$ cat src/rtl/seg7_pkg.sv
// seg7_pkg: shared constants for the count display.
//   - active-low seven-segment codes {g,f,e,d,c,b,a} for 0-9, 'U', 'd' and blank
//   - converter FSM state type
//   - scan digit-index width and a BCD-to-segment decode helper
package seg7_pkg;

  localparam int unsigned DIGIT_W = 2;

  localparam logic [6:0] SEG_0     = 7'h40;
  localparam logic [6:0] SEG_1     = 7'h79;
  localparam logic [6:0] SEG_2     = 7'h24;
  localparam logic [6:0] SEG_3     = 7'h30;
  localparam logic [6:0] SEG_4     = 7'h19;
  localparam logic [6:0] SEG_5     = 7'h12;
  localparam logic [6:0] SEG_6     = 7'h02;
  localparam logic [6:0] SEG_7     = 7'h78;
  localparam logic [6:0] SEG_8     = 7'h00;
  localparam logic [6:0] SEG_9     = 7'h10;
  localparam logic [6:0] SEG_U     = 7'h41;
  localparam logic [6:0] SEG_D     = 7'h21;
  localparam logic [6:0] SEG_BLANK = 7'h7F;

  typedef enum logic [1:0] {
    IDLE  = 2'd0,
    SHIFT = 2'd1,
    DONE  = 2'd2
  } conv_state_e;

  // Non-decimal nibbles never occur in practice; they decode to blank.
  function automatic logic [6:0] seg_decode(input logic [3:0] digit);
    logic [6:0] code;
    case (digit)
      4'd0:    code = SEG_0;
      4'd1:    code = SEG_1;
      4'd2:    code = SEG_2;
      4'd3:    code = SEG_3;
      4'd4:    code = SEG_4;
      4'd5:    code = SEG_5;
      4'd6:    code = SEG_6;
      4'd7:    code = SEG_7;
      4'd8:    code = SEG_8;
      4'd9:    code = SEG_9;
      default: code = SEG_BLANK;
    endcase
    return code;
  endfunction

endpackage

$ cat src/rtl/bin2bcd_seq.sv
// bin2bcd_seq: sequential double-dabble converter, 8-bit binary to three BCD digits.
// Ports:
//   clk, rst       - clock, asynchronous active-high reset
//   start          - request a conversion; honoured only in IDLE
//   bin[7:0]       - value captured when start is honoured
//   busy           - high while not in IDLE
//   done           - high for the single DONE cycle; digits valid then
//   hundreds/tens/ones[3:0] - BCD result (valid while done is high)
module bin2bcd_seq
  import seg7_pkg::*;
(
  input  logic       clk,
  input  logic       rst,
  input  logic       start,
  input  logic [7:0] bin,
  output logic       busy,
  output logic       done,
  output logic [3:0] hundreds,
  output logic [3:0] tens,
  output logic [3:0] ones
);

  conv_state_e r_state;
  // {hundreds, tens, ones, binary} -- binary bits shift up into the BCD field.
  logic [19:0] r_shift;
  logic [2:0]  r_cnt;
  logic [19:0] w_adj;

  // Add-3 correction on every BCD nibble >= 5 before each shift.
  always_comb begin
    w_adj = r_shift;
    for (int i = 0; i < 3; i++) begin
      if (r_shift[8+4*i +: 4] >= 4'd5) begin
        w_adj[8+4*i +: 4] = r_shift[8+4*i +: 4] + 4'd3;
      end
    end
  end

  always_ff @(posedge clk or posedge rst) begin
    if (rst) begin
      r_state <= IDLE;
      r_shift <= '0;
      r_cnt   <= '0;
    end else begin
      unique case (r_state)
        IDLE: begin
          if (start) begin
            r_shift <= {12'd0, bin};
            r_cnt   <= '0;
            r_state <= SHIFT;
          end
        end
        SHIFT: begin
          r_shift <= {w_adj[18:0], 1'b0};
          r_cnt   <= r_cnt + 3'd1;
          if (r_cnt == 3'd7) begin
            r_state <= DONE;
          end
        end
        DONE: begin
          r_state <= IDLE;
        end
        default: begin
          r_state <= IDLE;
        end
      endcase
    end
  end

  assign busy     = (r_state != IDLE);
  assign done     = (r_state == DONE);
  assign hundreds = r_shift[19:16];
  assign tens     = r_shift[15:12];
  assign ones     = r_shift[11:8];

endmodule

$ cat src/rtl/count_display_driver.sv
// count_display_driver: shows an 8-bit count on a 4-digit common-anode multiplexed
// seven-segment display. Digits 0-2 are the decimal count, digit 3 shows direction
// ('U' up / 'd' down), and the ones-digit decimal point shows pause.
// Ports:
//   clk, rst   - clock, asynchronous active-high reset
//   count[7:0] - value to display
//   dir        - 1 = up, 0 = down
//   pause      - 1 = paused (lights dp on digit 0)
//   seg[6:0]   - segments {g,f,e,d,c,b,a}, active-low, registered
//   dp         - decimal point, active-low, registered
//   an[3:0]    - digit anodes, active-low, an[0] = ones digit, registered
module count_display_driver
  import seg7_pkg::*;
#(
  parameter int unsigned REFRESH_DIV = 100000,
  parameter bit          BLANK_LZ    = 1'b1
) (
  input  logic       clk,
  input  logic       rst,
  input  logic [7:0] count,
  input  logic       dir,
  input  logic       pause,
  output logic [6:0] seg,
  output logic       dp,
  output logic [3:0] an
);

  localparam int unsigned PRESC_W = (REFRESH_DIV > 1) ? $clog2(REFRESH_DIV) : 1;
  localparam logic [PRESC_W-1:0] PRESC_MAX = PRESC_W'(REFRESH_DIV - 1);

  // Change detection and display registers.
  logic [7:0] r_last;
  logic       r_conv_valid;
  logic [3:0] r_hund;
  logic [3:0] r_tens;
  logic [3:0] r_ones;

  logic       w_start;
  logic       w_busy;
  logic       w_done;
  logic [3:0] w_hund;
  logic [3:0] w_tens;
  logic [3:0] w_ones;

  // A change seen while busy is simply re-detected once the converter is idle again.
  assign w_start = ~w_busy & (~r_conv_valid | (count != r_last));

  bin2bcd_seq u_bin2bcd (
    .clk      (clk),
    .rst      (rst),
    .start    (w_start),
    .bin      (count),
    .busy     (w_busy),
    .done     (w_done),
    .hundreds (w_hund),
    .tens     (w_tens),
    .ones     (w_ones)
  );

  always_ff @(posedge clk or posedge rst) begin
    if (rst) begin
      r_last       <= '0;
      r_conv_valid <= 1'b0;
      r_hund       <= '0;
      r_tens       <= '0;
      r_ones       <= '0;
    end else begin
      if (w_start) begin
        r_last <= count;
      end
      if (w_done) begin
        r_hund       <= w_hund;
        r_tens       <= w_tens;
        r_ones       <= w_ones;
        r_conv_valid <= 1'b1;
      end
    end
  end

  // Scan prescaler and digit index.
  logic [PRESC_W-1:0] r_presc;
  logic [DIGIT_W-1:0] r_digit;
  logic               w_term;
  logic [DIGIT_W-1:0] w_digit_nxt;

  assign w_term      = (r_presc == PRESC_MAX);
  assign w_digit_nxt = w_term ? r_digit + DIGIT_W'(1) : r_digit;

  // Outputs are decoded from the next digit index so they change on the same edge
  // as the index itself.
  logic [6:0] w_seg_nxt;
  logic       w_dp_nxt;
  logic [3:0] w_an_nxt;

  always_comb begin
    w_seg_nxt = SEG_BLANK;
    unique case (w_digit_nxt)
      2'd0: w_seg_nxt = seg_decode(r_ones);
      2'd1: w_seg_nxt = (BLANK_LZ && (r_hund == 4'd0) && (r_tens == 4'd0)) ?
                        SEG_BLANK : seg_decode(r_tens);
      2'd2: w_seg_nxt = (BLANK_LZ && (r_hund == 4'd0)) ? SEG_BLANK : seg_decode(r_hund);
      2'd3: w_seg_nxt = dir ? SEG_U : SEG_D;
      default: w_seg_nxt = SEG_BLANK;
    endcase
    w_dp_nxt = ~((w_digit_nxt == DIGIT_W'(0)) & pause);
    w_an_nxt = ~(4'b0001 << w_digit_nxt);
  end

  always_ff @(posedge clk or posedge rst) begin
    if (rst) begin
      r_presc <= '0;
      r_digit <= '0;
      seg     <= SEG_BLANK;
      dp      <= 1'b1;
      an      <= 4'hF;
    end else begin
      r_presc <= w_term ? '0 : r_presc + PRESC_W'(1);
      r_digit <= w_digit_nxt;
      seg     <= w_seg_nxt;
      dp      <= w_dp_nxt;
      an      <= w_an_nxt;
    end
  end

endmodule

$ cat config.mk
export PLATFORM = sky130hd
export DESIGN_NAME = count_display_driver
export DESIGN_NICKNAME = d
export VERILOG_FILES = /design/src/rtl/seg7_pkg.sv /design/src/rtl/bin2bcd_seq.sv /design/src/rtl/count_display_driver.sv
export SDC_FILE = /design/constraint.sdc
export NUM_CORES = 1
export LEC_CHECK = 0
export BUFFER_PORTS_ARGS = -buffer_cell sky130_fd_sc_hd__buf_2
export CORE_MARGIN = 4
export CORE_UTILIZATION = 30
export DETAILED_ROUTE_END_ITERATION = 7
export GPL_TIMING_DRIVEN = 0
export HOLD_SLACK_MARGIN = 0.02
export RECOVER_POWER = 50
export SLEW_MARGIN = 0
export SYNTH_ARGS = -nofsm -noshare
export SYNTH_HDL_FRONTEND = slang
export SYNTH_SLANG_ARGS = --single-unit
$ cat constraint.sdc
create_clock -name clk -period 4.8 [get_ports clk]
set_clock_uncertainty 0.15 [all_clocks]
set_input_delay 0.96 -clock clk [delete_from_list [all_inputs] [get_ports clk]]
set_output_delay 0.96 -clock clk [all_outputs]
set_load 0.01 [all_outputs]
==> impl.org, run 1 <==
** Outcome
- The flow ran to the end, and the final reports show no timing, DRC or antenna violations.

** Yosys
- After Yosys synthesis, XOR and XNOR cells account for 6.022% of the synthesized area.
- Summing every instance area after synthesis gives 4363 sq um.
- Post-synthesis share of cell area spent on and, or, nand and nor gates :: 20.13%
- Share of flip-flops with an asynchronous set or reset :: 100.0%
- When the netlist entered floorplanning its net count stood at 490.
- Post-Syn Instances :: 454
- Leading post-synthesis cells by cell area :: sky130_fd_sc_hd__dfrtp_1 37%, sky130_fd_sc_hd__dfstp_2 7.2%, sky130_fd_sc_hd__ha_1 6.9%
- For this run, the register share of the synthesized area comes to 44.51%.
- Post-synthesis average cell area :: 9.610 sq um
- Largest family of logic cells by synthesized area :: simple AND/OR/NAND/NOR gates
- Ys flop type :: sky130_fd_sc_hd__dfrtp_1
- Number of warnings issued by yosys :: 0
- In this run, synthesis produced a sequential element count of 77.
- Summing the areas of all fa, ha and maj instances in the mapped netlist gives 6.883% of the synthesized area.
- The biggest area contributor in the post-synthesis netlist is sky130_fd_sc_hd__dfrtp_1.
- Share of the synthesized area in the top cell type :: 37.28%
- Compound-Gate Fraction of Synth Area :: 13.62%
- Measured against the total synthesized area, the mux share comes to 4.588%.
- Counting flops with a built-in enable in the synthesized netlist gives 0.
- Unique cell type count in the Yosys netlist :: 53

** Worst setup path
- For this design, the slowest cell found on the critical path is sky130_fd_sc_hd__nor4_1.
- Count of cell instances traversed by the critical path :: 7
- Critical path data required time :: 4850 ps
- FF-to-FF End :: seg[5]$_DFF_PP1_
- Critical path capture point type :: flip-flop
- The largest single stage delay on the critical path is 450 ps.
- Critical register-to-register path startpoint :: r_presc[0]$_DFF_PP0_
- Count of cells along the worst register-to-register path :: 8
- Reg2Reg Setup Slack :: 2550 ps
- Traced cell by cell, the critical path runs through buf_2, xor2_1, nor4_1, a311oi_2, clkbuf_1, a22oi_1, o21ai_0.
- Data arrival time of the worst path :: 2470 ps
- Worst Path Buf+Inv :: 2
- CP delay by family, top :: compound AO/OA/AOI/OAI gates
- Startpoint Class :: input port
- Path type of the worst setup path :: input port to flip-flop
- Along the worst path, the maximum fanout reaches 10.
- CP endpoint :: u_bin2bcd.r_shift[4]$_DFFE_PP0P_
- The most critical setup path has its startpoint at count[1].

** Placement
- Port Buf Inserts :: 23
- Detailed placer's ending HPWL :: 6.490 mm
- Placed cell area :: 4733 sq um
- Placer congestion estimate :: 0.7865

** Detailed routing
- In this run, the number of DRC markers left after iteration 0 of detailed routing was 225.
- Average via count per standard cell :: 4.890
- Routed WL per cell :: 13.07 um
- Detailed-routing iteration count for the pre-antenna-repair pass :: 4
- Final antenna-violating net count :: 0
- DRT Wirelength :: 8.812 mm
- Drc violations :: 0
- The routed layout has 3296 vias.

** STA
- Final Hold Vio Count :: 0
- Setup repair after global routing left no endpoint under its margin.
- Final total negative setup slack :: 0 ps
- Of the available clock period, the critical path in the final layout requires 50.40%.
- Peak clock frequency supported by timing :: 0.4133 GHz
- At the pin with the least slew margin, the transition time is 1439 ps.
- Setup violations remaining at the end of the flow were counted as 0.
- Tightest slew margin relative to the limit :: 3.564%
- The smallest clock period supported by the final layout is computed as 2419 ps.
- The final number of max-transition violations came to 0.
- Hold Worst Slack :: 311.7 ps

** Clock tree
- TritonCTS built the clock tree.
- Total number of H-tree levels :: 3
- Post-CTS repair changed the size of 0 cells.
- Later-pin clock latency in the skew report :: 340 ps
- The number of hold buffers added after CTS was 0.
- Max Buffers Root-to-Sink :: 2
- Clock tree synthesis inserted a total of 9 buffers.
- Setup Fix Bufs, Post-CTS :: 0
- Clock edge transition at the registers on the reported setup and hold paths :: 60 ps
- Clock Sink Count :: 77
- The tree is rooted in a sky130_fd_sc_hd__clkbuf_16.

** Worst hold path
- Counting instances, the worst hold path has a depth of 1.
- Worst Hold Class :: flip-flop to flip-flop

** Floorplanning
- In this run the core area contains 43 standard-cell rows.
- The floorplan step set the die height to 128.6 um.
- Core Footprint :: 14040 sq um
- Starting utilization of the core area :: 31.07%
- 24 I/O pins were placed.
- Die span in x :: 128.6 um
- The floorplan step defined a die boundary enclosing 16540 sq um.

** Global route
- Remaining Overflow, GRT :: 0
- The via count of the first global-routing pass was 3279.
- First-pass GRT wire length :: 15.27 mm
- All-Layer GR Usage :: 11.20%
- Antenna violations before repair :: 0
- Pin count of the biggest net entering global routing :: 47

** Layout
- In the final design database the tool counted 525 nets.
- From synthesis to final layout, the design area changed by 16.06%.
- Post-route cell area :: 5064 sq um
- 0 antenna diodes ended up in the layout.
- Fraction of layout instances using a drive strength above 1 :: 17.00%

** Pwr
- In this run the power density over the cells is 588.7 nW/um^2.
- For this design the static power due to leakage is 2.133 nW.
- Across the VDD grid, the largest voltage drop is 285.6 uV.

** Flow run
- Count of max-cap constraint violations :: 0
[per-layer routing]
layer  up-vias  GRT usage, %  part of all wire, %
li1       1653             -                    -
met1      1556         14.61                   48
met2        68         17.87                   46
met3        19         3.279                  4.6
met4         0         3.768                  2.1
met5         -             0                    0
[placed cells by master (no fill, tap or decap), types with 3 or more instances in the layout]
cell type	n
sky130_fd_sc_hd__dfrtp_1	65
sky130_fd_sc_hd__nand2_1	42
sky130_fd_sc_hd__nor2_1	36
sky130_fd_sc_hd__o21ai_0	36
sky130_fd_sc_hd__buf_2	26
sky130_fd_sc_hd__ha_1	24
sky130_fd_sc_hd__nand3_1	18
sky130_fd_sc_hd__nand2b_1	17
sky130_fd_sc_hd__clkbuf_1	17
sky130_fd_sc_hd__a21oi_1	17
sky130_fd_sc_hd__inv_1	16
sky130_fd_sc_hd__mux2_2	16
sky130_fd_sc_hd__xnor2_1	15
sky130_fd_sc_hd__xor2_1	15
sky130_fd_sc_hd__nor3_1	14
sky130_fd_sc_hd__o22ai_1	13
sky130_fd_sc_hd__dfstp_2	12
sky130_fd_sc_hd__nor2b_1	9
sky130_fd_sc_hd__clkbuf_16	9
sky130_fd_sc_hd__a22oi_1	8
sky130_fd_sc_hd__nand4_1	6
sky130_fd_sc_hd__and2_1	4
sky130_fd_sc_hd__and3_1	4
sky130_fd_sc_hd__o211ai_1	4
sky130_fd_sc_hd__nor4_1	3
sky130_fd_sc_hd__and4_1	3
sky130_fd_sc_hd__o32ai_1	3
[Yosys cell counts (2+ instances only)]
master / count
sky130_fd_sc_hd__and2_1: 4
sky130_fd_sc_hd__o32ai_1: 3
sky130_fd_sc_hd__o22ai_1: 13
sky130_fd_sc_hd__or3_1: 2
sky130_fd_sc_hd__mux2_2: 16
sky130_fd_sc_hd__clkbuf_1: 16
sky130_fd_sc_hd__nand4_1: 6
sky130_fd_sc_hd__o21ai_0: 36
sky130_fd_sc_hd__dfrtp_1: 65
sky130_fd_sc_hd__or2_2: 2
sky130_fd_sc_hd__a22oi_1: 8
sky130_fd_sc_hd__dfstp_2: 12
sky130_fd_sc_hd__buf_4: 2
sky130_fd_sc_hd__nor2b_1: 9
sky130_fd_sc_hd__and3_1: 4
sky130_fd_sc_hd__mux2i_1: 2
sky130_fd_sc_hd__nor3_1: 14
sky130_fd_sc_hd__ha_1: 24
sky130_fd_sc_hd__nand2b_1: 17
sky130_fd_sc_hd__inv_1: 17
sky130_fd_sc_hd__xor2_1: 15
sky130_fd_sc_hd__nor4_1: 3
sky130_fd_sc_hd__nor2_1: 36
sky130_fd_sc_hd__a21oi_1: 17
sky130_fd_sc_hd__o211ai_1: 4
sky130_fd_sc_hd__a2bb2oi_1: 2
sky130_fd_sc_hd__nand2_1: 42
sky130_fd_sc_hd__and4_1: 3
sky130_fd_sc_hd__o31ai_1: 2
sky130_fd_sc_hd__nand3_1: 18
sky130_fd_sc_hd__xnor2_1: 15
sky130_fd_sc_hd__buf_2: 4
[state kept, by name, indices dropped and copies added (netlist names)]
signal	cells
dp	1
r_conv_valid	1
r_presc	17
u_bin2bcd.r_cnt	3
r_last	8
r_ones	4
r_digit	2
an	4
u_bin2bcd.r_state	2
r_hund	4
r_tens	4
seg	7
u_bin2bcd.r_shift	20
[worst min-delay path by stage]
stage | from | endpoint | slack [ps]
floorplan | r_conv_valid$_DFFE_PP0N_ | r_conv_valid$_DFFE_PP0N_ | 280
global placement | r_conv_valid$_DFFE_PP0N_ | r_conv_valid$_DFFE_PP0N_ | 300
detailed placement | r_conv_valid$_DFFE_PP0N_ | r_conv_valid$_DFFE_PP0N_ | 310
CTS | r_conv_valid$_DFFE_PP0N_ | r_conv_valid$_DFFE_PP0N_ | 320
global route | r_conv_valid$_DFFE_PP0N_ | r_conv_valid$_DFFE_PP0N_ | 360
finish | r_conv_valid$_DFFE_PP0N_ | r_conv_valid$_DFFE_PP0N_ | 310
[cells by family after synthesis]
| group | count (synthesis) |
|---|---|
| compound gates | 96 |
| buf+inv | 41 |
| flops | 77 |
| fa+ha+maj | 24 |
| mux | 18 |
| simple gates | 168 |
| xor+xnor | 30 |
[worst reg2reg max path: stages (launching register included)]
cell	delay, ps
sky130_fd_sc_hd__dfrtp_1	390
sky130_fd_sc_hd__ha_1	250
sky130_fd_sc_hd__and4_1	200
sky130_fd_sc_hd__clkbuf_1	240
sky130_fd_sc_hd__nand4_4	220
sky130_fd_sc_hd__buf_6	210
sky130_fd_sc_hd__nor4_1	280
sky130_fd_sc_hd__a21oi_1	110
sky130_fd_sc_hd__nand3_1	140
[layout make-up]
class | count | area [sq um]
buffer | 24 | 120.1
fill | 1390 | 8979
multi-input combinational | 336 | 2236
clock buffer | 10 | 239.0
sequential | 77 | 1942
tap | 180 | 225.2
timing repair buffer | 24 | 142.6
clock inverter | 6 | 93.84
inverter | 17 | 65.06
[report_power, final]
group	leakage [nW]	total (mW)	switching [mW]	internal, mW
Combinational	1.03	1.21	0.676	0.535
Clock	0.159	0.747	0.274	0.473
Sequential	0.944	1.02	0.148	0.875
Total	2.13	2.98	1.10	1.88
[stage by stage]
stage          instances  setup slack (ps)  util [%]  power (mW)
6_report             674              2381     36.06       2.981
5_1_grt              674              2198     36.06       3.235
4_1_cts              674              2350     36.08       3.013
3_5_place_dp         658              1984     33.71       2.253
3_3_place_gp         657             832.6     33.49       2.204
2_1_floorplan        454              1743         -       1.944
Note: power is estimated with default switching activity, not from simulation.
==> inputs of run 2 (changes only) <==
==> constraint.sdc (replaced) <==
create_clock -name clk -period 2 [get_ports clk]
set_clock_uncertainty 0.15 [all_clocks]
set_input_delay 0.4 -clock clk [delete_from_list [all_inputs] [get_ports clk]]
set_output_delay 0.4 -clock clk [all_outputs]
set_load 0.01 [all_outputs]
==> run 2 against run 1 <==
  * Clock-buffer cell count up 1
  * Worst setup slack got worse by 2400 ps
  * Via count up 2.0%
  * Global-route usage is 0.30 points higher
  * Clock power grew 99%
  * Combinational power rose to 2.5 times the previous value
  * Wire length increased by 4.4%
  * Sequential power grew 140%
  * Largest power group unchanged
==> impl.org, run 2 (synthesized netlist as in run 1, its figures left out) <==
** Placement
- Cells after DPL :: 659
- Input and output buffers added on the ports amount to 23.
- Pre-CTS setup slack :: -263.7 ps
- Once detailed placement completed, the half-perimeter wirelength came to 6.536 mm.
- The congestion estimate from routability-driven global placement came to 0.8036.

** Clock tree
- Max Buffers Root-to-Sink :: 2
- In this run, CTS created clock tree buffers numbering 9.
- TritonCTS clock tree :: done
- Later-pin clock latency in the skew report :: 340 ps
- Clock-pin slew was measured on the worst setup and hold paths at 60 ps.
- The clock tree synthesis step divided the H-tree into 3 levels.
- Root cell of the clock tree :: sky130_fd_sc_hd__clkbuf_16
- The clock net in this run drives a total of 77 sinks.

** Layout
- Max reg flops :: 20
- Leaving out fill and tap cells, the most frequent cells in the layout are 59 x sky130_fd_sc_hd__dfrtp_1, 42 x sky130_fd_sc_hd__nand2_1, 33 x sky130_fd_sc_hd__o21ai_0.
- Counting flops per register, the top entry is u_bin2bcd.r_shift.
- Area growth, synth to finish :: 20.28%
- Fraction of layout instances using a drive strength above 1 :: 24.21%
- Post-layout instance count excluding filler cells :: 684
- Most common library cell in the layout ignoring fill and taps :: sky130_fd_sc_hd__dfrtp_1
- The largest registers in the layout are u_bin2bcd.r_shift: 20 flops, r_presc: 17 flops, r_last: 8 flops.
- Fin nets :: 535
- Antenna Cells :: 0

** Pwr
- Static Leakage :: 2.188 nW
- Across the VDD grid, the largest voltage drop is 560.4 uV.
- Design internal power :: 4.302 mW
- Sw power :: 2.737 mW
- Sequential cell fraction of total power :: 35.1%
- Clock group share of total power :: 21.1%
- Net Sw Frac :: 38.89%
- Power density relative to cell area :: 1341 nW/um^2
- Combinational logic burns 43.8% of the power.

** Detailed routing
- Drc violations :: 0
- DRC marker count from the first detailed-route iteration :: 299
- Average via count per standard cell :: 4.915
- DRT Wirelength :: 9.198 mm
- Detailed-routing iteration count for the pre-antenna-repair pass :: 4
- Via count :: 3362
- Routed WL per cell :: 13.45 um
- Final antenna-violating net count :: 0

** Worst setup path
- CP startpoint :: r_presc[11]$_DFF_PP0_
- The critical path in this run is classified as flip-flop to flip-flop.
- Critical register-to-register path startpoint :: r_presc[11]$_DFF_PP0_
- Critical path capture point type :: flip-flop
- Data arrival time of the worst path :: 2110 ps
- In this run the worst path has a maximum fanout of 6.
- STA classifies the critical path startpoint as a flip-flop.
- Critical path data required time :: 2120 ps

** STA
- Final total negative setup slack :: 0 ps
- The final number of max-transition violations is 0.
- The tightest hold path in the finished design has a slack of 42.91 ps.
- Setup slack closes at 10.03 ps.
- For the pin with the worst max-slew slack, the measured transition is 895.7 ps.
- Timing would allow up to 0.5025 GHz.
- After layout, the minimum clock period comes to 1990 ps.
- Setup repair after global routing could not meet its margin everywhere.
- Tightest slew margin relative to the limit :: 39.96%
- Final Hold Vio Count :: 0
- The worst path uses 99.50% of the clock period.
- Setup violations remaining at the end of the flow were counted as 0.

** Global route
- Entering global routing, the biggest net connects 32 pins.
- Number of global-route vias before repair :: 3374
- All-Layer GR Usage :: 11.49%
- Remaining Overflow, GRT :: 0
- The first global-routing pass estimated 15.68 mm of wire.
- Antenna violations before repair :: 0

** Floorplanning
- Core Footprint :: 14040 sq um
- Height of the die :: 128.6 um
- In this run the core area contains 43 standard-cell rows.
- Starting utilization of the core area :: 31.07%
- Ports placed on the boundary :: 24
- The die covers 16540 sq um.
- Die span in x :: 128.6 um

** Worst hold path
- In this run the most critical hold path is launched from pause.
- Worst Hold Class :: input port to flip-flop

** Outcome
- The run finished with clean final reports.

** Flow run
- Count of max-cap constraint violations :: 0
[run 2: cell types whose count changed in the layout (fill, tap and decap cells not counted), moves of 3 or more]
| cell | previous run | this run |
|---|---|---|
| sky130_fd_sc_hd__buf_4 | 2 | 10 |
| sky130_fd_sc_hd__o21ai_0 | 36 | 33 |
| sky130_fd_sc_hd__dfrtp_2 | 0 | 6 |
| sky130_fd_sc_hd__nor2_1 | 36 | 32 |
| sky130_fd_sc_hd__o21ai_1 | 0 | 3 |
| sky130_fd_sc_hd__dfrtp_1 | 65 | 59 |
| sky130_fd_sc_hd__nor3_1 | 14 | 11 |
| sky130_fd_sc_hd__nor2_2 | 0 | 4 |
[run 2: repair_timing]
action                     in CTS  in global routing
gates resized for setup         8                 36
setup buffers                   4                  4
hold endpoints to repair       15                  0
setup endpoints to repair      28                 26
gates cloned                    0                  1
pin swaps                       6                 10
hold buffers                    1                  0
[run 2: path summary, 6_finish.rpt]
check | to | depth (start not counted) | slack (ps)
min in group asynchronous | u_bin2bcd.r_shift[5]$_DFFE_PP0P_ | 3 | 600
max in group asynchronous | an[2]$_DFF_PP1_ | 4 | 420
setup / recovery | seg[4]$_DFF_PP1_ | 7 | 10
hold reg to reg | u_bin2bcd.r_shift[8]$_DFFE_PP0P_ | 2 | 340
setup reg to reg | seg[4]$_DFF_PP1_ | 7 | 10
hold / removal | dp$_DFF_PP1_ | 2 | 40
[run 2: final cells by class]
type | instances | area, sq um
Clock buffer | 11 | 232.7
Sequential cell | 77 | 1949
Tap cell | 180 | 225.2
Inverter | 17 | 65.06
Clock inverter | 5 | 36.28
Fill cell | 1361 | 8795
Timing Repair Buffer | 35 | 250.2
Buffer | 23 | 142.6
Multi-Input combinational cell | 336 | 2346
[run 2: critical path: stages (launching register included)]
cell and delay, ps:
sky130_fd_sc_hd__dfrtp_2 440, sky130_fd_sc_hd__nor4_4 390, sky130_fd_sc_hd__and4_4 290, sky130_fd_sc_hd__buf_6 140, sky130_fd_sc_hd__buf_8 130, sky130_fd_sc_hd__o211ai_1 80
sky130_fd_sc_hd__o21a_1 210, sky130_fd_sc_hd__nand3_2 90
[run 2: routing by layer]
metal  share of wire (%)  routed length [um]  GRT usage (%)
met1                  47                4348          14.52
met2                  47                4348          19.40
met3                 4.5                 414          3.072
met4                0.95                  87          3.274
met5                   0                   0              0
[run 2: stage by stage]
stage	power, mW	utilization [%]	area, sq um
after floorplan	4.666	-	4367
after global routing	7.633	37.37	5248
final	7.039	37.37	5248
after global placement	5.290	33.52	4707
after CTS	6.945	36.18	5081
after detailed placement	5.403	33.81	4747
[run 2: power groups by stage]
stage	Clock, mW	Combinational, mW	Sequential [mW]
global route	1.59	3.49	2.55
detailed placement	0	2.92	2.48
CTS	1.52	2.97	2.45
finish	1.49	3.08	2.47
global placement	0	2.83	2.45
floorplan	0	2.23	2.43
==> inputs of run 3 (changes only) <==
--- a/config.mk
+++ b/config.mk
@@ -7,10 +7,11 @@
 export LEC_CHECK = 0
 export BUFFER_PORTS_ARGS = -buffer_cell sky130_fd_sc_hd__buf_2
 export CORE_MARGIN = 4
-export CORE_UTILIZATION = 30
+export CORE_UTILIZATION = 50
 export DETAILED_ROUTE_END_ITERATION = 7
 export GPL_TIMING_DRIVEN = 0
 export HOLD_SLACK_MARGIN = 0.02
+export PLACE_DENSITY = 0.7
 export RECOVER_POWER = 50
 export SLEW_MARGIN = 0
 export SYNTH_ARGS = -nofsm -noshare
==> run 3 against run 2 <==
  * Hold slack improved by 25 ps
  * Clock-buffer cell count decreased by 2
  * Via count increased by 0.54%
  * First-iteration DRC count decreased by 28%
  * Sequential power about the same
  * Die area decreased by 38%
  * Non-clock buffer count decreased by 4
  * Cell count decreased by 12%
  * Sequential cell count unchanged
  * Sequential share of layout area increased by 1.5 points
  * Clock power decreased by 9%
  * Global-route usage increased by 6.9 points
  * Critical endpoint unchanged
==> impl.org, run 3 (synthesized netlist as in run 1, its figures left out) <==
** Outcome
- Run status :: finished, final reports clean

** STA
- Count of pins over their slew limit :: 0
- The hold violation total from the final report came to 0.
- The worst path meets setup with 42.19 ps of slack.
- After layout, the minimum clock period comes to 1958 ps.
- Dividing the final minimum period by the clock period gives 97.89%.
- Summed over all failing endpoints, the final setup total negative slack is 0 ps.
- Setup violations remaining at the end of the flow were counted as 0.
- Setup repair after global routing could not meet its margin everywhere.
- Tightest Pin Transition :: 903.3 ps
- Measured against its own limit, the worst slew margin works out to 39.65%.
- Peak clock frequency supported by timing :: 0.5108 GHz

** Clock tree
- In this run the number of H-tree levels came out at 3.
- The tree is rooted in a sky130_fd_sc_hd__clkbuf_8.
- Later-pin clock latency in the skew report :: 350 ps
- TritonCTS built the clock tree.
- Clock edge transition at the registers on the reported setup and hold paths :: 90 ps
- CTS saw 77 sinks.
- Number of buffers created by CTS :: 9
- Max Buffers Root-to-Sink :: 2

** Worst setup path
- For this run, the slowest stage of the critical path takes 450 ps.
- The worst register-to-register path begins at r_presc[11]$_DFF_PP0_.
- Path type of the worst setup path :: flip-flop to flip-flop
- Maximum fanout along the worst path :: 6
- On the critical path, the stage with the largest delay is an instance of sky130_fd_sc_hd__dfrtp_1.
- Critical path data required time :: 2140 ps
- CP delay by family, top :: simple AND/OR/NAND/NOR gates
- Worst Path Buf+Inv :: 2
- STA puts the critical path data arrival time at 2100 ps.
- STA classifies the critical path startpoint as a flip-flop.
- Series of cell instances along the critical path :: nor4_4, and4_1, buf_6, buf_8, o211ai_1, o21a_1, nand3_2
- CP startpoint :: r_presc[11]$_DFF_PP0_
- STA classifies the critical path endpoint as a flip-flop.

** Floorplanning
- Die span in x :: 101.4 um
- After floorplanning, the core was sized to cover 8341 sq um.
- For this configuration, the core starts out at a cell density of 52.31%.
- Ports placed on the boundary :: 24
- The die is 101.4 um tall.
- Total Die Area :: 10280 sq um
- Number of placement rows :: 33

** Flow run
- The tool flagged a number of max-cap violations equal to 0.

** Global route
- Met2 track demand over resource in global routing :: 30.89%
- Entering global routing, the biggest net connects 43 pins.
- Met1 Usage GRT :: 23.27%
- The first global-routing pass estimated 15.19 mm of wire.
- Grt peak-use layer :: met2
- Number of global-route vias before repair :: 3321
- Remaining Overflow, GRT :: 0
- The initial antenna violation count came to 0.
- In the global route stage, overall resource usage came out at 18.43%.
- Global routing met3 resource utilization :: 3.788%

** Layout
- The largest registers in the layout are u_bin2bcd.r_shift: 20 flops, r_presc: 17 flops, r_last: 8 flops.
- For this run, the post-layout net count is 531.
- Commonest cells after routing, fill and taps aside :: 60 x sky130_fd_sc_hd__dfrtp_1, 42 x sky130_fd_sc_hd__nand2_1, 35 x sky130_fd_sc_hd__nor2_1
- Most flop-heavy register :: u_bin2bcd.r_shift
- Antenna Cells :: 0
- Most common library cell in the layout ignoring fill and taps :: sky130_fd_sc_hd__dfrtp_1
- The area growth from synthesis to layout is 15.46%.
- Cells with a size suffix above 1 make up 22.20% of the layout.
- Max reg flops :: 20
- Post-layout instance count excluding filler cells :: 605

** Detailed routing
- After detailed routing, the average wire length per cell comes to 14.45 um.
- After detailed routing, the number of remaining DRC violations is 0.
- Using the TritonRoute via totals, the vias-per-cell ratio works out to 5.587.
- Via count :: 3380
- After detailed routing, the total wire length is 8.743 mm.
- The count of nets left with antenna violations once routing finished came out at 0.
- The pre-antenna-repair detailed-routing pass consisted of 4 iterations.
- The first routing iteration left 214 violations.

** Pwr
- Power density relative to cell area :: 1360 nW/um^2
- Across the VDD grid, the largest voltage drop is 654.1 uV.
- The analysis attributes to cell leakage a power of 2.141 nW.
- Total chip power :: 6.849 mW

** Placement
- At the end of routability-driven placement, the weighted congestion stood at 0.7984.
- After detailed placement, the design holds a cell count of 583.
- Detailed placer's ending HPWL :: 6.284 mm
- Pre-CTS setup slack :: -131.9 ps
- Port Buf Inserts :: 23

** Worst hold path
- The tightest min-delay check is of the input port to async pin type.
[run 3: changes by cell type in the layout (fill, tap and decap cells not counted), moves of 3 or more]
cell | previous run | this run
sky130_fd_sc_hd__clkbuf_8 | 0 | 9
sky130_fd_sc_hd__nor2_1 | 32 | 35
sky130_fd_sc_hd__clkbuf_16 | 10 | 1
sky130_fd_sc_hd__nor2_2 | 4 | 1
sky130_fd_sc_hd__buf_4 | 10 | 7
[run 3: through the flow]
step,area [sq um],hold WS [ps],utilization [%]
2_1_floorplan,4367,275.2,-
3_3_place_gp,4613,310.9,55.31
3_5_place_dp,4633,314.7,55.55
4_1_cts,4927,94.91,59.08
5_1_grt,5037,142.9,60.40
6_report,5037,68.15,60.40
[run 3: where the power goes]
part | switching [mW] | internal (mW) | total (mW)
combinational | 1.70 | 1.34 | 3.04
sequential | 0.351 | 2.10 | 2.45
clock | 0.635 | 0.727 | 1.36
total | 2.68 | 4.16 | 6.85
[run 3: area by class of cell]
type                    count  area, sq um
inverters                  17        67.56
fillers                   732         3303
clock buffers               9        123.9
clock inverters             7        105.1
plain buffers              22        127.6
well taps                 105        131.4
repair buffers             32        217.7
flip-flops and latches     77         1948
multi-input cells         336         2316
[run 3: worst reg2reg max path, cell delays in order (launching register included)]
cell and delay (ps):
sky130_fd_sc_hd__dfrtp_1 450, sky130_fd_sc_hd__nor4_4 390, sky130_fd_sc_hd__and4_1 260, sky130_fd_sc_hd__buf_6 140
sky130_fd_sc_hd__buf_8 120, sky130_fd_sc_hd__o211ai_1 80, sky130_fd_sc_hd__o21a_1 220, sky130_fd_sc_hd__nand3_2 90
[run 3: what timing repair did]
item                                    in CTS  in global routing
setup buffers                                5                  1
gates cloned                                 0                  1
endpoints found under the setup margin      14                 35
endpoints found under the hold margin        1                  0
gates resized for setup                      5                 31
pin swaps                                    4                 12
hold buffers                                 1                  0
[run 3: worst paths after layout]
| path | endpoint | slack, ps | depth (start not counted) |
|---|---|---|---|
| worst max-delay path | seg[4]$_DFF_PP1_ | 40 | 7 |
| worst min-delay path | r_last[2]$_DFFE_PP0P_ | 70 | 2 |
| worst max register to register | seg[4]$_DFF_PP1_ | 40 | 7 |
| worst min register to register | r_conv_valid$_DFFE_PP0N_ | 330 | 1 |
| max in group asynchronous | r_presc[5]$_DFF_PP0_ | 960 | 3 |
| min in group clk | r_last[6]$_DFFE_PP0P_ | 170 | 2 |
[run 3: metal layers]
metal  part of all wire (%)  vias up  wire length (um)
li1                       -     1664                 -
met1                     46     1631              3979
met2                     49       73              4322
met3                    3.3       12               292
met4                    1.7        0               149
met5                      0        -                 0
